===== src/rtl/decode_stage.sv =====
// Instruction decode stage: a DEPTH-entry {inst, pc} FIFO whose head is decoded
// combinationally (RV32I/Zicsr/M) and captured into a valid/ready output register.
module decode_stage #(
  parameter int XLEN  = 32,
  parameter int DEPTH = 2,
  parameter int EN_M  = 1
) (
  input  logic            clk,
  input  logic            rst,
  input  logic            flush_i,
  input  logic            in_valid_i,
  output logic            in_ready_o,
  input  logic [31:0]     inst_i,
  input  logic [XLEN-1:0] inst_addr_i,
  output logic [4:0]      reg1_raddr_o,
  output logic [4:0]      reg2_raddr_o,
  input  logic [XLEN-1:0] reg1_rdata_i,
  input  logic [XLEN-1:0] reg2_rdata_i,
  input  logic [XLEN-1:0] csr_rdata_i,
  output logic [XLEN-1:0] csr_raddr_o,
  output logic            out_valid_o,
  input  logic            out_ready_i,
  output logic [XLEN-1:0] op1_o,
  output logic [XLEN-1:0] op2_o,
  output logic [XLEN-1:0] reg1_rdata_o,
  output logic [XLEN-1:0] reg2_rdata_o,
  output logic [XLEN-1:0] store_data_o,
  output logic [XLEN-1:0] csr_rdata_o,
  output logic [XLEN-1:0] csr_waddr_o,
  output logic [31:0]     inst_o,
  output logic [XLEN-1:0] inst_addr_o,
  output logic            reg_we_o,
  output logic [4:0]      reg_waddr_o,
  output logic            csr_we_o,
  output logic            illegal_o
);

  localparam int         PW       = $clog2(DEPTH);
  localparam logic [PW:0] FULL_CNT = (PW+1)'(DEPTH);
  localparam logic       HAS_M    = (EN_M != 32'd0);

  localparam logic [6:0] OPC_LUI    = 7'b0110111;
  localparam logic [6:0] OPC_AUIPC  = 7'b0010111;
  localparam logic [6:0] OPC_JAL    = 7'b1101111;
  localparam logic [6:0] OPC_JALR   = 7'b1100111;
  localparam logic [6:0] OPC_BRANCH = 7'b1100011;
  localparam logic [6:0] OPC_LOAD   = 7'b0000011;
  localparam logic [6:0] OPC_STORE  = 7'b0100011;
  localparam logic [6:0] OPC_OPIMM  = 7'b0010011;
  localparam logic [6:0] OPC_OP     = 7'b0110011;
  localparam logic [6:0] OPC_FENCE  = 7'b0001111;
  localparam logic [6:0] OPC_SYSTEM = 7'b1110011;
  localparam logic [6:0] F7_ZERO    = 7'b0000000;
  localparam logic [6:0] F7_ALT     = 7'b0100000;
  localparam logic [6:0] F7_MUL     = 7'b0000001;

  typedef struct packed {
    logic [31:0]     inst;
    logic [XLEN-1:0] addr;
    logic [XLEN-1:0] op1;
    logic [XLEN-1:0] op2;
    logic [XLEN-1:0] rs1d;
    logic [XLEN-1:0] rs2d;
    logic [XLEN-1:0] sdata;
    logic [XLEN-1:0] csrd;
    logic [XLEN-1:0] csrwa;
    logic            reg_we;
    logic [4:0]      waddr;
    logic            csr_we;
    logic            illegal;
  } dec_t;

  logic [31:0]     inst_mem_q [DEPTH];
  logic [XLEN-1:0] addr_mem_q [DEPTH];
  logic [PW-1:0]   wr_ptr_q, wr_ptr_d, rd_ptr_q, rd_ptr_d;
  logic [PW:0]     cnt_q, cnt_d;
  logic            out_valid_q, out_valid_d;
  dec_t            dec_q, dec_d, head_dec_s;
  logic            push_s, pop_s;

  logic [31:0]     head_inst_s;
  logic [XLEN-1:0] head_addr_s;
  logic [6:0]      opc_s, f7_s;
  logic [2:0]      f3_s;
  logic [4:0]      rd_s;
  logic [XLEN-1:0] imm_i_s, imm_s_s, imm_b_s, imm_j_s, imm_u_s, zimm_s;
  logic [XLEN-1:0] op1_s, op2_s, sd_s;
  logic            ill_s, we_s, cwe_s, use1_s, use2_s;

  assign in_ready_o = (cnt_q != FULL_CNT);
  assign push_s     = in_valid_i & in_ready_o & ~flush_i;
  assign pop_s      = (cnt_q != {(PW+1){1'b0}}) & (~out_valid_q | out_ready_i) & ~flush_i;

  assign head_inst_s = inst_mem_q[rd_ptr_q];
  assign head_addr_s = addr_mem_q[rd_ptr_q];
  assign opc_s       = head_inst_s[6:0];
  assign rd_s        = head_inst_s[11:7];
  assign f3_s        = head_inst_s[14:12];
  assign f7_s        = head_inst_s[31:25];

  // Casting a signed value to XLEN sign-extends without zero-width replications.
  assign imm_i_s = XLEN'($signed(head_inst_s[31:20]));
  assign imm_s_s = XLEN'($signed({head_inst_s[31:25], head_inst_s[11:7]}));
  assign imm_b_s = XLEN'($signed({head_inst_s[31], head_inst_s[7], head_inst_s[30:25],
                                  head_inst_s[11:8], 1'b0}));
  assign imm_j_s = XLEN'($signed({head_inst_s[31], head_inst_s[19:12], head_inst_s[20],
                                  head_inst_s[30:21], 1'b0}));
  assign imm_u_s = XLEN'($signed({head_inst_s[31:12], 12'b0}));
  assign zimm_s  = XLEN'(head_inst_s[19:15]);

  assign reg1_raddr_o = use1_s ? head_inst_s[19:15] : 5'd0;
  assign reg2_raddr_o = use2_s ? head_inst_s[24:20] : 5'd0;
  assign csr_raddr_o  = XLEN'(head_inst_s[31:20]);

  // Head decode: legality, register usage and operand selection.
  always_comb begin
    ill_s  = 1'b0;
    we_s   = 1'b0;
    cwe_s  = 1'b0;
    use1_s = 1'b0;
    use2_s = 1'b0;
    op1_s  = {XLEN{1'b0}};
    op2_s  = {XLEN{1'b0}};
    sd_s   = {XLEN{1'b0}};
    case (opc_s)
      OPC_LUI:    begin we_s = 1'b1; op1_s = imm_u_s; end
      OPC_AUIPC:  begin we_s = 1'b1; op1_s = head_addr_s; op2_s = imm_u_s; end
      OPC_JAL:    begin we_s = 1'b1; op1_s = head_addr_s; op2_s = imm_j_s; end
      OPC_JALR: begin
        we_s = 1'b1; use1_s = 1'b1; op1_s = reg1_rdata_i; op2_s = imm_i_s;
        ill_s = (f3_s != 3'b000);
      end
      OPC_BRANCH: begin
        use1_s = 1'b1; use2_s = 1'b1; op1_s = head_addr_s; op2_s = imm_b_s;
        ill_s = (f3_s[2:1] == 2'b01);
      end
      OPC_LOAD: begin
        we_s = 1'b1; use1_s = 1'b1; op1_s = reg1_rdata_i; op2_s = imm_i_s;
        ill_s = (f3_s == 3'b011) | (f3_s[2:1] == 2'b11);
      end
      OPC_STORE: begin
        use1_s = 1'b1; use2_s = 1'b1; op1_s = reg1_rdata_i; op2_s = imm_s_s; sd_s = reg2_rdata_i;
        ill_s = f3_s[2] | (f3_s[1:0] == 2'b11);
      end
      OPC_OPIMM: begin
        we_s = 1'b1; use1_s = 1'b1; op1_s = reg1_rdata_i; op2_s = imm_i_s;
        ill_s = ((f3_s == 3'b001) & (f7_s != F7_ZERO)) |
                ((f3_s == 3'b101) & (f7_s != F7_ZERO) & (f7_s != F7_ALT));
      end
      OPC_OP: begin
        we_s = 1'b1; use1_s = 1'b1; use2_s = 1'b1; op1_s = reg1_rdata_i; op2_s = reg2_rdata_i;
        case (f7_s)
          F7_ZERO: ill_s = 1'b0;
          F7_ALT:  ill_s = (f3_s != 3'b000) & (f3_s != 3'b101);
          F7_MUL:  ill_s = ~HAS_M;
          default: ill_s = 1'b1;
        endcase
      end
      OPC_FENCE:  ill_s = (f3_s[2:1] != 2'b00);
      OPC_SYSTEM: begin
        case (f3_s)
          3'b000:  ill_s = 1'b0;
          3'b100:  ill_s = 1'b1;
          default: begin
            cwe_s  = 1'b1;
            we_s   = 1'b1;
            use1_s = ~f3_s[2];
            op1_s  = f3_s[2] ? zimm_s : reg1_rdata_i;
          end
        endcase
      end
      default: ill_s = 1'b1;
    endcase

    head_dec_s.inst    = head_inst_s;
    head_dec_s.addr    = head_addr_s;
    head_dec_s.op1     = ill_s ? {XLEN{1'b0}} : op1_s;
    head_dec_s.op2     = ill_s ? {XLEN{1'b0}} : op2_s;
    head_dec_s.rs1d    = reg1_rdata_i;
    head_dec_s.rs2d    = reg2_rdata_i;
    head_dec_s.sdata   = ill_s ? {XLEN{1'b0}} : sd_s;
    head_dec_s.csrd    = csr_rdata_i;
    head_dec_s.csrwa   = (cwe_s & ~ill_s) ? XLEN'(head_inst_s[31:20]) : {XLEN{1'b0}};
    head_dec_s.reg_we  = we_s & ~ill_s & (rd_s != 5'd0);
    head_dec_s.waddr   = rd_s;
    head_dec_s.csr_we  = cwe_s & ~ill_s;
    head_dec_s.illegal = ill_s;
  end

  // Pointer, occupancy and output-stage next state; flush empties everything.
  always_comb begin
    wr_ptr_d    = push_s ? wr_ptr_q + PW'(1'b1) : wr_ptr_q;
    rd_ptr_d    = pop_s ? rd_ptr_q + PW'(1'b1) : rd_ptr_q;
    out_valid_d = pop_s ? 1'b1 : (out_ready_i ? 1'b0 : out_valid_q);
    dec_d       = pop_s ? head_dec_s : dec_q;
    case ({push_s, pop_s})
      2'b10:   cnt_d = cnt_q + (PW+1)'(1'b1);
      2'b01:   cnt_d = cnt_q - (PW+1)'(1'b1);
      default: cnt_d = cnt_q;
    endcase
    if (flush_i) begin
      wr_ptr_d    = {PW{1'b0}};
      rd_ptr_d    = {PW{1'b0}};
      cnt_d       = {(PW+1){1'b0}};
      out_valid_d = 1'b0;
    end else begin
      out_valid_d = out_valid_d;
    end
  end

  // Control and output registers with synchronous reset.
  always_ff @(posedge clk) begin
    if (rst) begin
      wr_ptr_q    <= {PW{1'b0}};
      rd_ptr_q    <= {PW{1'b0}};
      cnt_q       <= {(PW+1){1'b0}};
      out_valid_q <= 1'b0;
      dec_q       <= dec_t'({$bits(dec_t){1'b0}});
    end else begin
      wr_ptr_q    <= wr_ptr_d;
      rd_ptr_q    <= rd_ptr_d;
      cnt_q       <= cnt_d;
      out_valid_q <= out_valid_d;
      dec_q       <= dec_d;
    end
  end

  // FIFO storage needs no reset; occupancy alone says which entries are live.
  always_ff @(posedge clk) begin
    if (push_s && !rst) begin
      inst_mem_q[wr_ptr_q] <= inst_i;
      addr_mem_q[wr_ptr_q] <= inst_addr_i;
    end
  end

  assign out_valid_o  = out_valid_q;
  assign op1_o        = dec_q.op1;
  assign op2_o        = dec_q.op2;
  assign reg1_rdata_o = dec_q.rs1d;
  assign reg2_rdata_o = dec_q.rs2d;
  assign store_data_o = dec_q.sdata;
  assign csr_rdata_o  = dec_q.csrd;
  assign csr_waddr_o  = dec_q.csrwa;
  assign inst_o       = dec_q.inst;
  assign inst_addr_o  = dec_q.addr;
  assign reg_we_o     = dec_q.reg_we;
  assign reg_waddr_o  = dec_q.waddr;
  assign csr_we_o     = dec_q.csr_we;
  assign illegal_o    = dec_q.illegal;

endmodule


===== config.mk =====
export PLATFORM = sky130hd
export DESIGN_NAME = decode_stage
export DESIGN_NICKNAME = d
export VERILOG_FILES = /design/src/rtl/decode_stage.sv
export SDC_FILE = /design/constraint.sdc
export NUM_CORES = 1
export LEC_CHECK = 0
export ABC_CLOCK_PERIOD_IN_PS = 17200
export CORE_AREA = 2 2 199 201
export CTS_CLUSTER_DIAMETER = 120
export DETAILED_ROUTE_END_ITERATION = 8
export DIE_AREA = 0 0 201 203
export GPL_TIMING_DRIVEN = 0
export PLACE_DENSITY = 0.73
export REMOVE_ABC_BUFFERS = 1
export SLEW_MARGIN = 0
export SYNTH_ARGS = -nofsm -noshare
export SYNTH_HDL_FRONTEND = slang
export SYNTH_SLANG_ARGS = --single-unit

===== constraint.sdc =====
create_clock -name clk -period 17.2 [get_ports clk]
set_input_delay 3.44 -clock clk [delete_from_list [all_inputs] [get_ports clk]]
set_output_delay 3.44 -clock clk [all_outputs]
set_load 0.05 [all_outputs]

Word-level counts from Yosys, hierarchy flattened
Memory sizes are Yosys's and may differ from the RTL's. A register that Yosys moved wholly into a read port is not among the register bits.
Index checks and enable logic that the tools add are counted.
{"block": "totals", "regBits": 301, "mem_bits_rw": 128, "inputBits": 165, "out_inout_bits": 340, "memories": 2}
{"block": "classes", "addsub": 4, "eq_ne": 25, "n_mux": 29, "bitwise": 19, "n_reduce_logical": 21}
{"memory": "addr_mem_q", "words": 2, "word_bits": 32, "rd": 1, "rd_ports_with_merged_regs": 1, "write_ports": 1, "line": "74", "text": "logic [XLEN-1:0] addr_mem_q [DEPTH];"}
{"memory": "inst_mem_q", "words": 2, "word_bits": 32, "rd": 1, "rd_ports_with_merged_regs": 1, "write_ports": 1, "line": "73", "text": "logic [31:0] inst_mem_q [DEPTH];"}
{"operator": "$mux 32", "n": 6}
{"operator": "$pmux 32 s6", "n": 1}
{"operator": "$pmux 32 s4", "n": 1}
{"operator": "$eq 7x6->1 const B", "n": 4}
{"operator": "$eq 7x7->1 const B", "n": 4}
{"operator": "$eq 7x5->1 const B", "n": 2}
{"operator": "$mux 1", "n": 13}
{"operator": "$mux 12", "n": 1}
{"operator": "$reduce_or 3->1", "n": 4}
{"operator": "$and 1x1->1", "n": 11}
{"operator": "$mux 5", "n": 2}
{"operator": "$pmux 1 s9", "n": 1}
{"operator": "$reduce_bool 2->1", "n": 4}
{"operator": "$eq 7x1->1 const B", "n": 1}
{"operator": "$eq 7x2->1 const B", "n": 1}
{"operator": "$eq 7x4->1 const B", "n": 1}
{"operator": "$logic_not 7->1", "n": 1}
{"operator": "$ne 7x6->1 const B", "n": 1}
{"operator": "$reduce_bool 7->1", "n": 1}
{"operator": "$reduce_or 7->1", "n": 1}
{"operator": "$eq 2x2->1 const B", "n": 3}
{"operator": "$eq 3x3->1 const B", "n": 2}
{"operator": "$pmux 1 s2", "n": 3}
{"operator": "$reduce_or 2->1", "n": 3}
{"operator": "other kinds (18)", "n": 26}

Logic depth before layout (Yosys ltp)
{"block": "depth", "ltp_word": 8, "ltp_mapped": 11}

Worst setup path before layout
OpenSTA, ideal clock, no wires.
{"block": "synth_path", "kind": "input -> register", "start": "input port rst", "end": "memory addr_mem_q[0][0], enable pin", "t_arrival_ns": 8.392, "required_time_ns": 16.635, "path_slack_ns": 8.244, "stages": 4, "path_cell_list": "clkbuf_1 or2_2 clkbuf_1 nor3_1"}
{"block": "synth_via", "elab_chain_len": 4}
{"element": "from (decl)", "line": "9", "text": "input logic rst,"}
{"element": "$logic_not 1->1", "line": "230", "text": "if (push_s && !rst) begin"}
{"element": "$logic_and 1x1->1", "line": "230"}
{"element": "$mux 1", "line": "230"}
{"element": "$mux 1 (implied by the code)", "line": "232", "text": "addr_mem_q[wr_ptr_q] <= inst_addr_i;"}
{"element": "to (decl)", "line": "74"}
Every way passes these cells.

==> flow_summary.json <==
{
  "status": "finished, final reports clean",
  "place_congestion": 0.8351,
  "cts-resized-gates": 0,
  "r2r_setup_slack_ns": 12.96,
  "period_minus_slack_ns": 8.712,
  "mostFrequentLayoutCells": "463 x clkdlybuf4s50_1, 280 x nand2_1, 276 x dfxtp_1",
  "crit_chain": "buf_16, mux2_2, a211oi_1, and2_0, nand2b_1, nor2_1, nor2_1, clkdlybuf4s50_1",
  "grt_max_degree": 131,
  "reg2reg_depth": 8,
  "intPower_uw": 1655,
  "synth_area_mm2": 0.01614,
  "grt_pass1_vias": 13461,
  "swShare_pct": 24.78,
  "yosysTopAreaCellShare_pct": 34.36,
  "place_inst": 2413,
  "htreeDepth": 2,
  "path_class": "reg2out",
  "postRouteAntennaNets": 0,
  "initial_core_util_pct": 41.96,
  "postCtsSetupBuffers": 0,
  "fill_cells": 3186,
  "final_common_cell": "clkdlybuf4s50_1",
  "critPathSlowestCell": "a211oi_1",
  "rsz0062_at_grt": "no",
  "cts_max_path_buffers": 3,
  "yosysUniqueCellTypes": 77,
  "final_cells": 2495,
  "fp.dieH_um": 203,
  "min_path_cells": 2,
  "cts_tree": "built",
  "grt_usage_pct": 26.10,
  "yosysTopAreaCell": "dfxtp_1",
  "routed-via-count": 13547,
  "p_switching_uw": 545.2,
  "ctsHoldBuffers": 0,
  "synthTopCellsByArea": "dfxtp_1 34%, edfxtp_1 24%, nand2_1 6.5%, a21oi_1 3.8%, mux2i_1 3.3%",
  "pwr-share-comb_pct": 10.5,
  "cts_sinks": 405,
  "post-route-period-util_pct": 50.65,
  "peakVddDrop_mv": 0.07450,
  "hp-class": "reg2reg",
  "synth_seq_cells": 405,
  "core_area_mm2": 0.03847,
  "synthArstFlopShare_pct": 0,
  "synth_ff_type": "dfxtp_1",
  "cp.arrival_ns": 5.27,
  "tightest_slew_ns": 1.290,
  "slew_violations": 0,
  "path_common_cell": "nor2_1",
  "globalRouteOverflowTotal": 0,
  "critPathCaptureType": "primary output",
  "critical_path.top_delay_family": "buffers and inverters",
  "skew_ns": 0.01122,
  "wl_per_cell_um": 21.99,
  "cp-start-kind": "flop",
  "cts_inserted_buffers": 43,
  "num_io_pins": 505,
  "synthCells": 1529,
  "io_buffers": 464,
  "hold_path_startpoint": "op2_o[17]$_SDFFE_PP0P_",
  "clock_power_share_pct": 43.3,
  "clk_pin_slew_ns": 0.06,
  "nets": 2106,
  "timing.fmax_mhz": 114.8,
  "drt_iter0_drc": 854,
  "drc_errors": 0,
  "seq_power_share_pct": 46.2,
  "root_buffer": "clkbuf_16",
  "synth-seq-area-share_pct": 58.18,
  "power_uw": 2200,
  "critPathMaxStageDelay_ns": 0.99,
  "syn_area_per_cell_um2": 10.56,
  "path_buf_inv": 2,
  "finalSetupViolCount": 0,
  "avgViaCountPerCell": 5.430,
  "reg2reg_to": "op2_o[9]$_SDFFE_PP0P_",
  "dieArea_mm2": 0.04080,
  "die_w_um": 201,
  "ys_warn_count": 0,
  "rows": 72,
  "worstPathRequired_ns": 13.76,
  "holdPathEnd": "op2_o[17]$_SDFFE_PP0P_",
  "area_growth_syn_to_layout_pct": 40.65,
  "synth-edff-count": 128,
  "drive_gt1_share_pct": 9.123,
  "first_pass_iters": 5,
  "slew_headroom_pct": 14.00,
  "dp_hpwl_mm": 39.04,
  "grt_pass1_wl_mm": 81.75,
  "timing_hold_violations_final": 0,
  "powerDensity_mw_per_mm2": 96.92,
  "antenna_found_initial": 5,
  "fin_util_pct": 59.01,
  "drt_wl_total_mm": 54.86,
  "maxCapViolations": 0,
  "p_leak_uw": 0.007399,
  "clock_latency_ns": 0.56,
  "crit_fanout": 73
}
-- tightest hold or removal path: stages (launching register included) --
cell and delay [ns]:
dfxtp_1 0.31, nand2_1 0.05, o21ai_1 0.05
-- state kept, by name, summed over array words and instances (netlist names), 2 cells and up, named ones only --
| signal | cells |
|---|---|
| op2_o | 32 |
| reg1_rdata_o | 32 |
| reg2_rdata_o | 32 |
| op1_o | 32 |
| cnt_q | 2 |
| inst_addr_o | 32 |
| csr_rdata_o | 32 |
| inst_o | 32 |
| addr_mem_q | 64 |
| inst_mem_q | 64 |
| store_data_o | 32 |
| csr_waddr_o | 12 |
-- cell families after synthesis --
| family | count (synthesis) | synth area share (%) |
|---|---|---|
| and+or+nand+nor | 478 | 12.83 |
| DFF | 405 | 58.18 |
| AOI/OAI and AO/OA | 391 | 18.22 |
| buffers and inverters | 180 | 6.016 |
| muxes | 69 | 4.442 |
| xor gates and xnor gates | 4 | 0.2171 |
| adders and majority gates | 1 | 0.07751 |
| other | 1 | 0.02324 |
-- power groups by stage --
| stage | Combinational (µW) | Clock, µW | Sequential, µW |
|---|---|---|---|
| floorplan | 71.7 | 0 | 1090 |
| global placement | 226 | 0 | 1040 |
| detailed placement | 231 | 0 | 1040 |
| CTS | 232 | 966 | 1020 |
| global route | 243 | 1010 | 1020 |
| finish | 232 | 952 | 1020 |
-- Yosys cell counts (all sizes together) (3+ instances only) --
master,number
o221a,17
a21o,3
xnor2,3
a222oi,6
nor3,27
nand3b,12
a211oi,61
o211ai,5
buf,81
nor2,117
or3,3
a32o,3
a2bb2oi,17
a22o,35
nand4b,3
dfxtp,277
o21ai,41
nor4b,4
o31a,5
inv,13
o22ai,8
and2,3
a221oi,37
mux2i,54
o31ai,7
nand3,4
nor2b,6
a21oi,122
nand2,280
clkbuf,85
edfxtp,128
mux2,15
a22oi,9
-- worst max-delay path by stage --
stage | end | slack, ns | cells after the start
after global placement | store_data_o[17]$_SDFFE_PP0P_ | -4.18 | 6
final | reg1_raddr_o[2] | 8.49 | 8
after global routing | reg1_raddr_o[2] | 8.32 | 8
after detailed placement | reg1_raddr_o[2] | 9.19 | 8
after CTS | reg1_raddr_o[2] | 8.55 | 8
after floorplan | store_data_o[0]$_SDFFE_PP0P_ | 3.30 | 5
-- metrics by stage --
stage	setup slack [ns]	hold slack, ns	TNS (ns)	cell area, µm²
floorplan	3.295	0.4813	0	15370
global placement	-4.181	0.4360	-547.26	20660
detailed placement	9.188	0.4397	0	21230
CTS	8.549	0.4470	0	22690
global route	8.317	0.4678	0	22700
finish	8.488	0.4439	0	22700
-- final cells by class --
cell class | count | area [µm²] | share of cell area, %
sequential | 405 | 9393 | 41.38
multi-input combinational | 983 | 6016 | 26.50
timing repair buffer | 493 | 5119 | 22.55
clock buffer | 63 | 1294 | 5.699
tap | 518 | 648.1 | 2.855
clock inverter | 15 | 162.7 | 0.7166
inverter | 14 | 57.56 | 0.2536
antenna | 4 | 10.01 | 0.04410
-- layer usage --
layer | wire length, µm | GRT usage (%) | up-vias
li1 | - | - | 6278
met4 | 1781 | 9.894 | 2
met2 | 27300 | 45.46 | 671
met3 | 4774 | 7.335 | 109
met1 | 20980 | 30.56 | 6487
met5 | 14 | 0 | -
Power figures use the tool's default switching activity.
